`src/rtl/seq_mult_ctrl.sv`:
```
// Sequential shift-and-add unsigned multiplier: one partial product per clock,
// fixed WIDTH-cycle latency, start/busy/done handshake and Z/V result flags.
module seq_mult_ctrl #(
  parameter int WIDTH = 8
) (
  input  logic               clk,
  input  logic               rst_n,
  input  logic               start,
  input  logic [WIDTH-1:0]   a,
  input  logic [WIDTH-1:0]   b,
  output logic               busy,
  output logic               done,
  output logic [2*WIDTH-1:0] out,
  output logic               V,
  output logic               Z,
  output logic               dbg_state
);

  localparam int PW = 2 * WIDTH;
  localparam int CW = $clog2(WIDTH);
  localparam logic [CW-1:0] LAST = CW'(WIDTH - 1);

  typedef enum logic {
    IDLE = 1'b0,
    RUN  = 1'b1
  } state_t;

  // Handshake: start is accepted only while busy=0 (state IDLE); done is a
  // one-cycle pulse marking the cycle in which out/V/Z carry a new result.
  state_t          state, state_nxt;
  logic [PW-1:0]   mcand, mcand_nxt;
  logic [WIDTH-1:0] mplier, mplier_nxt;
  logic [PW-1:0]   acc, acc_nxt, acc_sum;
  logic [CW-1:0]   count, count_nxt;
  logic [PW-1:0]   out_nxt;
  logic            v_nxt, z_nxt, done_nxt;

  assign busy      = (state == RUN);
  assign dbg_state = state;

  always_ff @(posedge clk or negedge rst_n) begin
    if (!rst_n) begin
      state  <= IDLE;
      mcand  <= '0;
      mplier <= '0;
      acc    <= '0;
      count  <= '0;
      out    <= '0;
      V      <= 1'b0;
      Z      <= 1'b0;
      done   <= 1'b0;
    end else begin
      state  <= state_nxt;
      mcand  <= mcand_nxt;
      mplier <= mplier_nxt;
      acc    <= acc_nxt;
      count  <= count_nxt;
      out    <= out_nxt;
      V      <= v_nxt;
      Z      <= z_nxt;
      done   <= done_nxt;
    end
  end

  always_comb begin
    state_nxt  = state;
    mcand_nxt  = mcand;
    mplier_nxt = mplier;
    acc_nxt    = acc;
    count_nxt  = count;
    out_nxt    = out;
    v_nxt      = V;
    z_nxt      = Z;
    done_nxt   = 1'b0;
    acc_sum    = mplier[0] ? (acc + mcand) : acc;

    case (state)
      IDLE: begin
        if (start) begin
          mcand_nxt  = {{WIDTH{1'b0}}, a};
          mplier_nxt = b;
          acc_nxt    = '0;
          count_nxt  = '0;
          state_nxt  = RUN;
        end
      end
      RUN: begin
        acc_nxt    = acc_sum;
        mcand_nxt  = mcand << 1;
        mplier_nxt = mplier >> 1;
        count_nxt  = count + CW'(1);
        // No early exit on mplier==0 so latency stays exactly WIDTH cycles.
        if (count == LAST) begin
          out_nxt   = acc_sum;
          z_nxt     = (acc_sum == '0);
          v_nxt     = |acc_sum[PW-1:WIDTH];
          done_nxt  = 1'b1;
          state_nxt = IDLE;
        end
      end
      default: state_nxt = IDLE;
    endcase
  end

endmodule

```
`config.mk`:
```
export PLATFORM = sky130hd
export DESIGN_NAME = seq_mult_ctrl
export DESIGN_NICKNAME = d
export VERILOG_FILES = /design/src/rtl/seq_mult_ctrl.sv
export SDC_FILE = /design/constraint.sdc
export NUM_CORES = 1
export LEC_CHECK = 0
export CAP_MARGIN = 20
export CORE_MARGIN = 2
export CORE_UTILIZATION = 52
export CTS_BUF_LIST = sky130_fd_sc_hd__clkbuf_8
export DETAILED_ROUTE_END_ITERATION = 7
export HOLD_SLACK_MARGIN = 0.06
export PLACE_DENSITY = 0.82
export SETUP_SLACK_MARGIN = 0.2
export SYNTH_ARGS = -nofsm -noshare
export SYNTH_HDL_FRONTEND = slang
export SYNTH_SLANG_ARGS = --single-unit
```
`constraint.sdc`:
```
create_clock -name clk -period 2.7 [get_ports clk]
set_clock_uncertainty 0.2 [all_clocks]
set_input_delay 0.54 -clock clk [delete_from_list [all_inputs] [get_ports clk]]
set_output_delay 0.54 -clock clk [all_outputs]
set_load 0.02 [all_outputs]
```
==> impl_metrics.yaml <==
outcome:
  outcome: "finished, violations left"
  violations: "negative setup slack"
floorplan:
  initial_utilization: 0.5400
  core_region_area_sq_um: 6386
  floorplan.die.height_microns: 85.44
  placementRows: 29
  number_of_top_level_pins: 40
  die_area_sq_um: 7299
  horizontal_extent_of_the_die_microns: 85.44
yosys:
  yosys.area_share.xor_xnor: 0.02540
  ys_warn_count: 0
  synthSimpleGateAreaFrac: 0.1408
  synth.top_cell.area_share: 0.4572
  synth_top_area_cell: "sky130_fd_sc_hd__dfrtp_1"
  yosys-top-cells-area: "sky130_fd_sc_hd__dfrtp_1 (46%), sky130_fd_sc_hd__nand2_1 (8.2%), sky130_fd_sc_hd__mux2i_1 (7.5%)"
  postSynthCellCount: 362
  synth_compound_gate_area_share: 0.1952
  synth_enable_flop_cells: 0
  adder_cell_share_of_the_synthesized_area: 0.06749
  ys_seq_area_frac: 0.4572
  postSynthRegisterBits: 63
  combinational_family_with_the_most_area_after_synthesis: "compound AO/OA/AOI/OAI gates"
  post_synth_instance_area_sq_um: 3448
  ys_async_sr_fraction: 1.000
  postSynth.topFlopCell: "sky130_fd_sc_hd__dfrtp_1"
  syn_avg_cell_area_sq_um: 9.526
  synth.mux.area_fraction: 0.08527
  ys_types: 49
  syn_nets: 399
setup_path:
  worst_setup_path_start_kind: "register"
  worstSetupEndpointType: "register"
  worst-path-max-fanout: 5
  critical_path_class: "register to register"
  reg2reg_from: "mcand[0]"
  critical_path_arrival_ns: 3.05
  worst_setup_path_startpoint: "mcand[0]"
  worstPathRequired_ns: 2.79
cts:
  ctsHtreeMaxLevel: 3
  clock_sinks: 63
  clk_path_buf_depth: 2
  cts.clk_slew.worst_paths_ns: 0.08
  cts_tree: "done"
  ctsRootBufferMaster: "sky130_fd_sc_hd__clkbuf_8"
  clk_latency_ns: 0.36
  tritoncts.num_buffers: 9
timing:
  max-slew-margin-rel: 0.5412
  layout_min_cycle_time_ns: 2.957
  finalHoldViolCount: 0
  final.setup.worst_slack_ns: -0.2570
  final-max-slew-violation-count: 0
  rsz0062_at_grt: "true"
  fmaxAchievable_mhz: 338.2
  setup_viol: 5
  tcrit_tclk_final: 1.095
  tightest_slew_ns: 0.6882
  fin_setup_tns_ns: -0.7156
routing:
  antenna_left: 0
  detail_route.drc_violations: 0
  vias_per_cell: 5.877
  drt_iter0_markers: 200
  first_pass_iters: 5
  finalWirelength_microns: 9139
  vias: 3150
  drt-wirelength-per-cell_microns: 17.05
pwr:
  internal-power_uw: 3529
  relative_contribution_of_the_clock_network_to_total_power: 0.158
  switching_power_uw: 2472
  seq_power_share: 0.275
  power_density_nw_per_um2: 1253
  combPwrFrac: 0.567
  power.ir.vdd_worst_uv: 951.3
  switching_share: 0.4119
  power_leakage_uw: 0.002199
global_routing:
  largest_net_degree_at_the_start_of_global_routing: 64
  antenna_found_initial: 0
  grt_pass1_vias: 3033
  overflow: 0
  globalRouteTotalUtil: 0.2659
  first_pass_grt_wire_length_microns: 15010
placed_design:
  dp_hpwl_microns: 5978
  place.detailed.instances: 505
  place_congestion: 0.9146
  port-buffer-count: 39
layout:
  areaGrowthSynthToFinish_pct: 38.93
  non_filler_instances: 536
  post_route_cells_drive_above_1_share: 0.2440
  layout.nets: 491
  antennaDiodeCount: 0
run:
  max-cap-violations: 0
hold_path:
  hold_path_startpoint: "out[4]"
  worst_hold_path_type: "register to register"
==> routing by layer <==
layer | track usage | part of all wire | up-vias
li1 | - | - | 1485
met1 | 0.3541 | 0.44 | 1521
met2 | 0.4382 | 0.49 | 116
met3 | 0.06031 | 0.052 | 28
met4 | 0.07359 | 0.021 | 0
met5 | 0 | 0 | -
==> worst paths after layout <==
check / endpoint / slack, ns / cells past startpoint
worst max register to register: Z / -0.26 / 11
max in group asynchronous: mplier[6] / 1.50 / 3
min in group asynchronous: acc[7] / 0.54 / 3
worst max-delay path: Z / -0.26 / 11
worst min register to register: out[4] / 0.28 / 2
worst min-delay path: out[4] / 0.28 / 2
==> kinds of logic (layout without fill, tap and decap cells) <==
kind of cell,count (synthesis),after routing
buffers and inverters,25,122
DFF,63,63
AOI/OAI and AO/OA,106,106
muxes,29,29
and+or+nand+nor,111,111
adders and majority gates,18,18
xor gates and xnor gates,10,10
==> flip-flops by register name, summed over array words and instances (netlist names) <==
register and count:
acc 16, mcand 16, out 16, mplier 8
count 3, V 1, Z 1, busy 1
done 1
==> what timing repair did <==
item                                    4_1_cts  5_1_grt
endpoints found under the setup margin       15       21
hold buffers                                  1        0
pin swaps                                     6       12
setup buffers                                 9        5
resized for setup                            21       22
endpoints found under the hold margin        63        0
==> cell type report <==
type | count | area [sq um]
Multi-Input combinational cell | 274 | 1976
Sequential cell | 63 | 1577
Tap cell | 77 | 96.34
Timing Repair Buffer | 100 | 888.4
Fill cell | 436 | 1595
Clock buffer | 11 | 151.4
Clock inverter | 5 | 80.08
Inverter | 6 | 22.52
==> critical path, cell delays in order (launching register included) <==
cell and delay [ns]:
sky130_fd_sc_hd__dfrtp_1 0.39, sky130_fd_sc_hd__ha_2 0.20, sky130_fd_sc_hd__fa_2 0.34, sky130_fd_sc_hd__a21o_1 0.24
sky130_fd_sc_hd__a221oi_4 0.39, sky130_fd_sc_hd__buf_4 0.19, sky130_fd_sc_hd__buf_6 0.09, sky130_fd_sc_hd__xnor2_2 0.05
sky130_fd_sc_hd__mux2i_1 0.24, sky130_fd_sc_hd__nand3_1 0.12, sky130_fd_sc_hd__nor3_1 0.24, sky130_fd_sc_hd__a32o_1 0.20
==> cell usage in the layout, fill, tap and decap left out, drive strengths merged, types with 3 or more instances in the layout <==
cell type / count
xnor2: 6
a31oi: 4
o21a: 4
mux2: 3
buf: 61
nor2: 10
xor2: 4
o21ai: 47
a21oi: 11
ha: 17
o22ai: 9
o221ai: 3
nand2: 75
a21o: 7
clkdlybuf4s50: 38
nand3: 9
nand2b: 5
dfrtp: 63
o31ai: 4
inv: 5
mux2i: 26
clkbuf: 11
a22o: 4
==> synthesized netlist by cell type, types with 5 or more instances <==
cell,instances
sky130_fd_sc_hd__mux2i_1,26
sky130_fd_sc_hd__buf_1,5
sky130_fd_sc_hd__ha_1,17
sky130_fd_sc_hd__nand3_1,9
sky130_fd_sc_hd__nor2_1,10
sky130_fd_sc_hd__dfrtp_1,63
sky130_fd_sc_hd__o21ai_0,46
sky130_fd_sc_hd__nand2b_1,5
sky130_fd_sc_hd__xnor2_1,6
sky130_fd_sc_hd__a21o_1,7
sky130_fd_sc_hd__o22ai_1,9
sky130_fd_sc_hd__nand2_1,75
sky130_fd_sc_hd__a21oi_1,11
sky130_fd_sc_hd__inv_1,5
sky130_fd_sc_hd__clkbuf_1,12
==> power groups by stage <==
stage               sequential [uW]  combinational [uW]  clock, uW
global route                   1700                3710        997
floorplan                      1710                1690          0
CTS                            1640                3170        958
finish                         1650                3400        946
detailed placement             1640                2920          0
global placement               1620                2840          0
==> per-stage QoR <==
stage                     total power (uW)  hold slack [ns]  utilization  setup WS, ns  instance area, sq um
after floorplan                       3396          0.04441            -       0.02570                  3501
after global placement                4458           0.2613       0.6677      -0.07298                  4264
after detailed placement              4558           0.2691       0.6677       -0.2350                  4264
after CTS                             5767           0.2848       0.7318       -0.1648                  4673
after global routing                  6406           0.2995       0.7502       -0.3765                  4791
final                                 6001           0.2821       0.7502       -0.2570                  4791
Power figures use the tool's default switching activity.
